[src/rtl/fft_bank_reader.sv]
// fft_bank_reader
// Read side of the ping-pong sample-bank handshake. Waits for the writer to
// mark a bank full, drains it (bit-reversed or linear address order) into a
// valid/ready stream tagged with the natural index k, then hands the bank
// back to the writer with a one-cycle free_pulse. Banks are consumed strictly
// in the order 0,1,0,1,...
//
// Stream handshake: a beat transfers in every cycle where out_valid and
// out_ready are both high. Once out_valid is raised, it stays high, and
// out_data/out_index/out_last stay unchanged, until that beat transfers.
// out_valid never depends combinationally on out_ready.

module fft_bank_reader #(
    parameter int ADDR_W = 3,
    parameter int DATA_W = 32,
    parameter int BITREV = 1
) (
    input  logic              clk,
    input  logic              rst_n,
    input  logic              full_pulse,
    input  logic              wr_bank,
    output logic              rd_en,
    output logic              rd_bank,
    output logic [ADDR_W-1:0] rd_addr,
    input  logic [DATA_W-1:0] rd_data,
    output logic              out_valid,
    input  logic              out_ready,
    output logic [DATA_W-1:0] out_data,
    output logic [ADDR_W-1:0] out_index,
    output logic              out_last,
    output logic              free_pulse,
    output logic              free_bank,
    output logic              busy,
    output logic              ovf
);

    localparam logic [ADDR_W-1:0] K_LAST = {ADDR_W{1'b1}};

    typedef enum logic [1:0] {
        S_IDLE  = 2'd0,
        S_READ  = 2'd1,
        S_DRAIN = 2'd2
    } state_t;

    // ------------------------------------------------------------------
    // Declarations
    // ------------------------------------------------------------------
    state_t              state;
    state_t              state_nx;

    logic [1:0]          full_flag;
    logic                next_bank;
    logic                ovf_r;
    logic [ADDR_W-1:0]   k_cnt;

    // Read issued last cycle; its data is on rd_data this cycle.
    logic                rd_pend;
    logic [ADDR_W-1:0]   pend_k;
    logic                pend_last;

    // Two-entry output FIFO of {data, k, last}.
    logic [DATA_W-1:0]   fifo_data [2];
    logic [ADDR_W-1:0]   fifo_k    [2];
    logic                fifo_last [2];
    logic                wr_ptr;
    logic                rd_ptr;
    logic [1:0]          fifo_cnt;

    logic                fifo_empty;
    logic                fifo_push;
    logic                fifo_pop;
    logic                beat_acc;
    logic                room;

    logic                rd_en_c;
    logic                free_c;
    logic [1:0]          set_vec;
    logic [1:0]          clr_vec;

    logic [DATA_W-1:0]   head_data;
    logic [ADDR_W-1:0]   head_k;
    logic                head_last;

    // Mirror the address bits so the counter k walks the bank in FFT input order.
    function automatic logic [ADDR_W-1:0] bit_reverse(input logic [ADDR_W-1:0] v);
        logic [ADDR_W-1:0] r;
        r = '0;
        for (int i = 0; i < ADDR_W; i++) begin
            r[i] = v[ADDR_W-1-i];
        end
        return r;
    endfunction

    // ------------------------------------------------------------------
    // Output stage: FIFO head has priority, otherwise the in-flight RAM word
    // is presented directly so the first beat appears the cycle after rd_en.
    // ------------------------------------------------------------------

    // Select the beat at the head of the stream.
    always_comb begin
        head_data = '0;
        head_k    = '0;
        head_last = 1'b0;
        if (!fifo_empty) begin
            head_data = fifo_data[rd_ptr];
            head_k    = fifo_k[rd_ptr];
            head_last = fifo_last[rd_ptr];
        end else if (rd_pend) begin
            head_data = rd_data;
            head_k    = pend_k;
            head_last = pend_last;
        end
    end

    // Stream handshake and FIFO push/pop decisions.
    always_comb begin
        fifo_empty = (fifo_cnt == 2'd0);
        out_valid  = !fifo_empty || rd_pend;
        beat_acc   = out_valid && out_ready;
        fifo_pop   = beat_acc && !fifo_empty;
        // The in-flight word is stored unless it went straight out this cycle.
        fifo_push  = rd_pend && !(fifo_empty && beat_acc);
        // Never more than two beats between the RAM and the stream.
        room       = (fifo_cnt + {1'b0, rd_pend}) < 2'd2;
    end

    // ------------------------------------------------------------------
    // Control FSM
    // ------------------------------------------------------------------

    // State register.
    always_ff @(posedge clk or negedge rst_n) begin
        if (!rst_n) begin
            state <= S_IDLE;
        end else begin
            state <= state_nx;
        end
    end

    // Next state, read strobe and bank-release pulse.
    always_comb begin
        state_nx = state;
        rd_en_c  = 1'b0;
        free_c   = 1'b0;
        case (state)
            S_IDLE: begin
                if (full_flag[next_bank]) begin
                    state_nx = S_READ;
                end
            end
            S_READ: begin
                if (room) begin
                    rd_en_c = 1'b1;
                    if (k_cnt == K_LAST) begin
                        state_nx = S_DRAIN;
                    end
                end
            end
            S_DRAIN: begin
                if (beat_acc && head_last) begin
                    free_c = 1'b1;
                    // Go straight to the other bank if it is already waiting.
                    state_nx = full_flag[~next_bank] ? S_READ : S_IDLE;
                end
            end
            default: begin
                state_nx = S_IDLE;
            end
        endcase
    end

    // ------------------------------------------------------------------
    // Bank bookkeeping
    // ------------------------------------------------------------------

    // Decode which flags are set or cleared this cycle.
    always_comb begin
        set_vec = 2'b00;
        clr_vec = 2'b00;
        if (full_pulse) begin
            set_vec[wr_bank] = 1'b1;
        end
        if (free_c) begin
            clr_vec[next_bank] = 1'b1;
        end
    end

    // Full flags and sticky overflow; a set wins over a same-cycle clear.
    always_ff @(posedge clk or negedge rst_n) begin
        if (!rst_n) begin
            full_flag <= 2'b00;
            ovf_r     <= 1'b0;
        end else begin
            for (int b = 0; b < 2; b++) begin
                if (set_vec[b]) begin
                    full_flag[b] <= 1'b1;
                    if (full_flag[b] && !clr_vec[b]) begin
                        ovf_r <= 1'b1;
                    end
                end else if (clr_vec[b]) begin
                    full_flag[b] <= 1'b0;
                end
            end
        end
    end

    // Bank pointer alternates each time a bank is released.
    always_ff @(posedge clk or negedge rst_n) begin
        if (!rst_n) begin
            next_bank <= 1'b0;
        end else if (free_c) begin
            next_bank <= ~next_bank;
        end
    end

    // Sample counter k, advanced by each issued read; wraps to 0 after N-1.
    always_ff @(posedge clk or negedge rst_n) begin
        if (!rst_n) begin
            k_cnt <= '0;
        end else if (rd_en_c) begin
            k_cnt <= k_cnt + 1'b1;
        end
    end

    // ------------------------------------------------------------------
    // Read pipeline and FIFO
    // ------------------------------------------------------------------

    // Track the read in flight and the tag that travels with its data.
    always_ff @(posedge clk or negedge rst_n) begin
        if (!rst_n) begin
            rd_pend   <= 1'b0;
            pend_k    <= '0;
            pend_last <= 1'b0;
        end else begin
            rd_pend <= rd_en_c;
            if (rd_en_c) begin
                pend_k    <= k_cnt;
                pend_last <= (k_cnt == K_LAST);
            end
        end
    end

    // FIFO pointers and occupancy.
    always_ff @(posedge clk or negedge rst_n) begin
        if (!rst_n) begin
            wr_ptr   <= 1'b0;
            rd_ptr   <= 1'b0;
            fifo_cnt <= 2'd0;
        end else begin
            if (fifo_push) begin
                wr_ptr <= ~wr_ptr;
            end
            if (fifo_pop) begin
                rd_ptr <= ~rd_ptr;
            end
            case ({fifo_push, fifo_pop})
                2'b10:   fifo_cnt <= fifo_cnt + 2'd1;
                2'b01:   fifo_cnt <= fifo_cnt - 2'd1;
                default: fifo_cnt <= fifo_cnt;
            endcase
        end
    end

    // FIFO storage; contents are only observed through a valid occupancy.
    always_ff @(posedge clk) begin
        if (fifo_push) begin
            fifo_data[wr_ptr] <= rd_data;
            fifo_k[wr_ptr]    <= pend_k;
            fifo_last[wr_ptr] <= pend_last;
        end
    end

    // ------------------------------------------------------------------
    // Outputs
    // ------------------------------------------------------------------

    // Drive the ports; idle values are zero.
    always_comb begin
        rd_en      = rd_en_c;
        rd_bank    = next_bank;
        rd_addr    = '0;
        if (rd_en_c) begin
            rd_addr = (BITREV != 0) ? bit_reverse(k_cnt) : k_cnt;
        end
        out_data   = head_data;
        out_index  = head_k;
        out_last   = head_last;
        free_pulse = free_c;
        free_bank  = free_c ? next_bank : 1'b0;
        busy       = (state != S_IDLE);
        ovf        = ovf_r;
    end

endmodule
[config.mk]
export PLATFORM = sky130hd
export DESIGN_NAME = fft_bank_reader
export DESIGN_NICKNAME = d
export VERILOG_FILES = /design/src/rtl/fft_bank_reader.sv
export SDC_FILE = /design/constraint.sdc
export NUM_CORES = 1
export LEC_CHECK = 0
export ABC_AREA = 0
export BUFFER_PORTS_ARGS = -buffer_cell sky130_fd_sc_hd__buf_2
export CAP_MARGIN = 0
export CORE_ASPECT_RATIO = 1.75
export CORE_MARGIN = 2
export CORE_UTILIZATION = 40
export CTS_BUF_LIST = sky130_fd_sc_hd__clkbuf_8
export DETAILED_ROUTE_END_ITERATION = 7
export HOLD_SLACK_MARGIN = 0.03
export SLEW_MARGIN = 40
export SYNTH_ARGS = -nofsm -noshare
export SYNTH_HDL_FRONTEND = slang
export SYNTH_SLANG_ARGS = --single-unit
[constraint.sdc]
create_clock -name clk -period 3.4 [get_ports clk]
set_input_delay 0 -clock clk [delete_from_list [all_inputs] [get_ports clk]]
set_output_delay 0 -clock clk [all_outputs]
set_load 0.005 [all_outputs]
==> results of run 1 <==
synthesized netlist by cell type (2+ instances only):
cell	number	share of area
a21oi_1	7	0.0091
inv_1	7	0.0068
mux2i_1	38	0.099
o21ai_0	35	0.045
dfrtp_1	18	0.12
nor2_1	9	0.0088
clkbuf_1	8	0.0078
o211ai_1	2	0.0039
mux2_2	3	0.0088
o2bb2ai_1	2	0.0045
buf_2	9	0.012
edfxtp_1	72	0.56
xnor2_1	5	0.011
ha_1	3	0.0097
and3_1	3	0.0049
nand3_1	35	0.045
nand2_1	3	0.0029
mux2_1	4	0.012
xor2_1	2	0.0045
nor3_1	3	0.0039
power breakdown:
group	total (mW)	internal, mW	switching [mW]
logic	0.0730	0.0434	0.0296
clock network	0.687	0.331	0.356
registers	1.19	1.19	0.0000000473
sequential cells by signal (all words and copies together) (netlist names):
name and flops:
fifo_data 64, pend_last 1, wr_ptr 1, fifo_cnt 2, full_flag 2, k_cnt 3, rd_pend 1, rd_bank 1
state 2, ovf 1, pend_k 3, fifo_last 2, fifo_k 6, rd_ptr 1
area by class of cell:
class	count	area, um^2	share of cell area
clock buffer	9	124	0.0250
clock inverter	7	62.6	0.0126
inverter	7	26.3	0.00530
multi-input combinational	165	1150	0.233
sequential	90	2610	0.527
tap	122	153	0.0308
timing repair buffer	123	823	0.166
worst max path at each step:
stage / endpoint / slack [ps]
global placement: fifo_data[1][21] / 1200
finish: free_bank / 1160
global route: free_bank / 1000
CTS: free_bank / 1190
floorplan: fifo_data[0][0] / 670
detailed placement: fifo_data[0][18] / 1230
logic make-up after synthesis:
group | count (synthesis) | synth area share
DFF | 90 | 0.677
muxes | 45 | 0.119
AOI/OAI and AO/OA | 52 | 0.0752
adders and majority gates | 3 | 0.00973
buffers and inverters | 25 | 0.0282
xor gates and xnor gates | 7 | 0.0159
and+or+nand+nor | 58 | 0.0752
layout by cell type (no fill, tap or decap), drive strengths merged, types with 9 or more instances in the layout:
master and count:
edfxtp 72, mux2i 38, buf 88, dlygate4sd3 35, nor2 9, nand3 35, inv 9, clkbuf 9
dfrtp 18, o21ai 36
routing by layer:
layer	up-vias	part of all wire	GRT usage	routed length, um
met4	0	0.015	0.0624	122
met3	8	0.039	0.0444	317
met2	54	0.55	0.296	4470
li1	1285	-	-	-
met5	-	0	0	0
met1	1224	0.40	0.187	3280
worst min-delay path, cell delays in order:
cell and delay [ps]:
buf_2 80, o21ai_1 140, xnor2_1 160
per-stage QoR:
step / power, mW / cells / setup WS, ps / area [um^2] / util
2_1_floorplan: 1.22 / 280 / 666 / 3860 / -
5_1_grt: 2.03 / 523 / 1000 / 4960 / 0.527
6_report: 1.95 / 523 / 1160 / 4960 / 0.527
3_5_place_dp: 1.25 / 472 / 1230 / 4420 / 0.470
4_1_cts: 1.97 / 523 / 1190 / 4960 / 0.527
3_3_place_gp: 1.25 / 470 / 1200 / 4390 / 0.466
==> flow_summary.yaml, run 1 <==
die:
  dieArea_mm2: 0.0105
  core-area_mm2: 0.00941
  start_util: 0.410
  io_pins: 83
  fp-row-count: 47
  dieWidth_um: 78.3
  fp.dieH_um: 134
final_layout:
  diodes: 0
  final_nets: 436
  area_growth_pct: 28.4
  n_fill_cell: 811
  drive_above_1_share: 0.277
logic_synthesis:
  async_reset_ff_frac: 0.200
  synth_edf_count: 72
  syn_nets: 320
  synthDistinctLibCells: 32
  syn_inst: 280
  syn_avg_cell_area_um2: 13.8
  synth_seq_cells: 90
  yosysSeqAreaShare: 0.677
  synth_area_mm2: 0.00386
  yosys_warnings: 0
  synth_flop_cell: "edfxtp_1"
worst_setup_path:
  crit_required_ps: 3400
  timing.rr.start: "fifo_cnt[0]"
  critical_path_depth: 5
  critPathCaptureType: "primary output"
  r2r_slack_ps: 1250
  cp_data_arrival_time_ps: 2240
  slowest_stage: "dfrtp_1"
  ff2ff_path_depth: 4
  timing.critical_path.from: "rd_pend"
  path_max_fanout: 30
  path_cells: "buf_4, nand2_1, o22ai_2, and3_1, buf_2"
  start_kind: "register"
  cp_slowest_stage_delay_ps: 610
  path_class: "register to primary output"
  reg2reg_to: "fifo_data[0][13]"
  cp_num_buf_inv: 2
  critPathTopFamily: "flip-flops"
power_and_ir_drop:
  worst_ir_drop_vdd_mv: 0.268
  p_leak_nw: 1.91
  power.density_mw_per_mm2: 393
clocking:
  clk_latency_ps: 360
  cts_max_path_buffers: 2
  cts_tree: "built"
  numCtsBuffers: 9
  cts_root_buf: "clkbuf_8"
  cts.sinks: 90
  cts_htree_levels: 3
  clk_pin_slew_worst_paths_ps: 80
  post_cts_buffers: 0
  hold_buffers: 35
  ctsResizeCount: 0
routing:
  vias: 2571
  first_iter_violations: 185
  drc: 0
  antenna_left: 0
  drt-total-wl_um: 8200
  viasPerCell: 4.92
  firstDrtPassIters: 4
  avgRoutedWirePerCell_um: 15.7
grt:
  gr-usage-all-layers: 0.166
  grt_pass1_wl_um: 13100
  grt_start_max_net_pins: 51
  antenna_found_initial: 0
  grt_pass1_vias: 2552
  overflow: 0
sta:
  clock_skew_ps: 9.09
  fmax_mhz: 447
  tns_ps: 0
  post-route-period-util: 0.658
  finalHoldViolations: 0
  finalSetupViolCount: 0
  fin_crit_ps: 2240
  slew_headroom: 0.510
  fin_hold_ws_ps: 70.2
  grt_setup_unrepaired: "false"
  slew_viol_final: 0
  tightest_slew_ps: 733
placement:
  io_buffers: 82
  gp_congestion: 0.713
  hpwl_um: 5410
hold_path:
  hold-path-endpoint: "rd_ptr"
  min-delay-start: "out_ready"
  hold_path_depth: 3
  worstHoldPathType: "input port to register"
run:
  max-cap-violations: 0
outcome:
  outcome: "complete, no violations"
Note: power is estimated with default switching activity, not from simulation.
==> inputs of run 2 (changes only) <==
- clock period: 3.4 -> 2.3 ns (I/O delays scaled with it)
==> run 2 against run 1 <==
Effect of this change:
- clock-buffer cell count rose by 2
- first-iteration DRC count fell by 17%
- sequential cell count did not move
- combinational power rose by 48%
- sequential share of layout area fell by 0.86 points
- design area rose by 1.7%
- non-clock buffer count rose by 4
- clock skew rose by 4.5 ps
- worst setup slack got worse by 730 ps
- critical path depth fell by 1
- total power rose by 55%
==> flow_summary.yaml, run 2 (synthesized netlist as in run 1, its figures left out) <==
clocking:
  cts.sinks: 90
  cts_htree_levels: 3
  clk_latency_ps: 360
  clk_pin_slew_worst_paths_ps: 70
  cts_max_path_buffers: 2
  ctsResizeCount: 0
  cts_tree: "built"
  numCtsBuffers: 9
  cts_root_buf: "clkbuf_8"
  post_cts_buffers: 0
worst_setup_path:
  ff2ff_path_depth: 5
  cp_num_buf_inv: 1
  r2r_slack_ps: 530
  start_kind: "register"
  path_max_fanout: 8
  reg2reg_to: "fifo_cnt[1]"
  cp_data_arrival_time_ps: 1870
  path_cells: "or3b_4, o22ai_2, and3_1, buf_2"
  cp_slowest_stage_delay_ps: 480
  crit_required_ps: 2300
  slowest_stage: "dfrtp_1"
  path_class: "register to primary output"
  timing.rr.start: "fifo_cnt[1]"
  critPathTopFamily: "simple AND/OR/NAND/NOR gates"
  critPathCaptureType: "primary output"
outcome:
  outcome: "complete, no violations"
routing:
  avgRoutedWirePerCell_um: 15.4
  drc: 0
  firstDrtPassIters: 4
  antenna_left: 0
  viasPerCell: 4.97
  drt-total-wl_um: 8110
  vias: 2617
  first_iter_violations: 153
sta:
  grt_setup_unrepaired: "false"
  fmax_mhz: 535
  post-route-period-util: 0.812
  tns_ps: 0
  worst_slack_ps: 432
  fin_crit_ps: 1870
  clock_skew_ps: 13.6
  slew_viol_final: 0
  slew_headroom: 0.579
  tightest_slew_ps: 631
  finalSetupViolCount: 0
  finalHoldViolations: 0
grt:
  grt_pass1_wl_um: 13100
  overflow: 0
  gr-usage-all-layers: 0.166
  grt_pass1_vias: 2599
  antenna_found_initial: 0
  grt_start_max_net_pins: 38
die:
  io_pins: 83
  fp-row-count: 47
  dieArea_mm2: 0.0105
  dieWidth_um: 78.3
  fp.dieH_um: 134
  core-area_mm2: 0.00941
  start_util: 0.410
final_layout:
  reg_top3: "fifo_data (64), fifo_k (6)"
  post-route-util: 0.536
  final_nets: 440
  layout_commonest_cell: "buf_2"
  diodes: 0
  final_cell_mix: "buf_2, edfxtp_1, mux2i_1"
  area_growth_pct: 30.6
  largest_reg_flops: 64
  largest-register: "fifo_data"
  drive_above_1_share: 0.279
power_and_ir_drop:
  p_leak_nw: 1.96
  power.density_mw_per_mm2: 600
  worst_ir_drop_vdd_mv: 0.506
  total_power_mw: 3.02
placement:
  hpwl_um: 5330
  pre_cts_ws_ps: 548
  gp_congestion: 0.715
  io_buffers: 82
hold_path:
  min-delay-start: "out_ready"
  hold_path_depth: 3
  hold-path-endpoint: "rd_ptr"
  worstHoldPathType: "input port to register"
run:
  max-cap-violations: 0
-- run 2: tightest hold or removal path: cells and delay by family --
| kind | cells | cell delay (ps) |
|---|---|---|
| buffers and inverters | 1 | 90 |
| AOI/OAI and AO/OA | 1 | 140 |
| xor gates and xnor gates | 1 | 150 |
-- run 2: worst max-delay path by stage --
stage	start	depth (start not counted)	slack (ps)	to
floorplan	rd_pend	3	160	fifo_data[0][0]
global placement	fifo_cnt[1]	3	230	fifo_data[0][26]
detailed placement	fifo_cnt[1]	5	550	fifo_cnt[1]
CTS	rd_ptr	4	350	out_data[20]
global route	fifo_cnt[1]	4	320	free_bank
finish	fifo_cnt[1]	4	430	free_bank
-- run 2: repair_timing --
item / in CTS / in global routing
hold buffers: 36 / 0
endpoints found under the hold margin: 85 / 0
endpoints found under the setup margin: 0 / 0
-- run 2: power by group --
part / total, mW / internal [mW] / switching (mW)
clock network: 1.16 / 0.660 / 0.500
registers: 1.75 / 1.75 / 0.0000000701
logic: 0.108 / 0.0642 / 0.0434
-- run 2: stage by stage --
step / hold WS, ps / area [um^2] / cells
detailed placement: -42.1 / 4460 / 475
finish: 71.9 / 5040 / 527
CTS: 64.5 / 5040 / 527
global route: 91.9 / 5040 / 527
global placement: -39.6 / 4410 / 473
floorplan: -296 / 3860 / 280
-- run 2: layer usage --
| layer | track usage | up-vias | share of wire |
|---|---|---|---|
| met2 | 0.301 | 58 | 0.56 |
| met4 | 0.0643 | 0 | 0.010 |
| met5 | 0 | - | 0 |
| met1 | 0.189 | 1256 | 0.40 |
| met3 | 0.0363 | 7 | 0.032 |
| li1 | - | 1296 | - |
-- run 2: area by class of cell --
cell class | count | area, um^2
fill | 827 | 4370
sequential | 90 | 2610
multi-input combinational | 165 | 1160
timing repair buffer | 127 | 866
tap | 122 | 153
clock buffer | 11 | 151
clock inverter | 5 | 71.3
inverter | 7 | 26.3
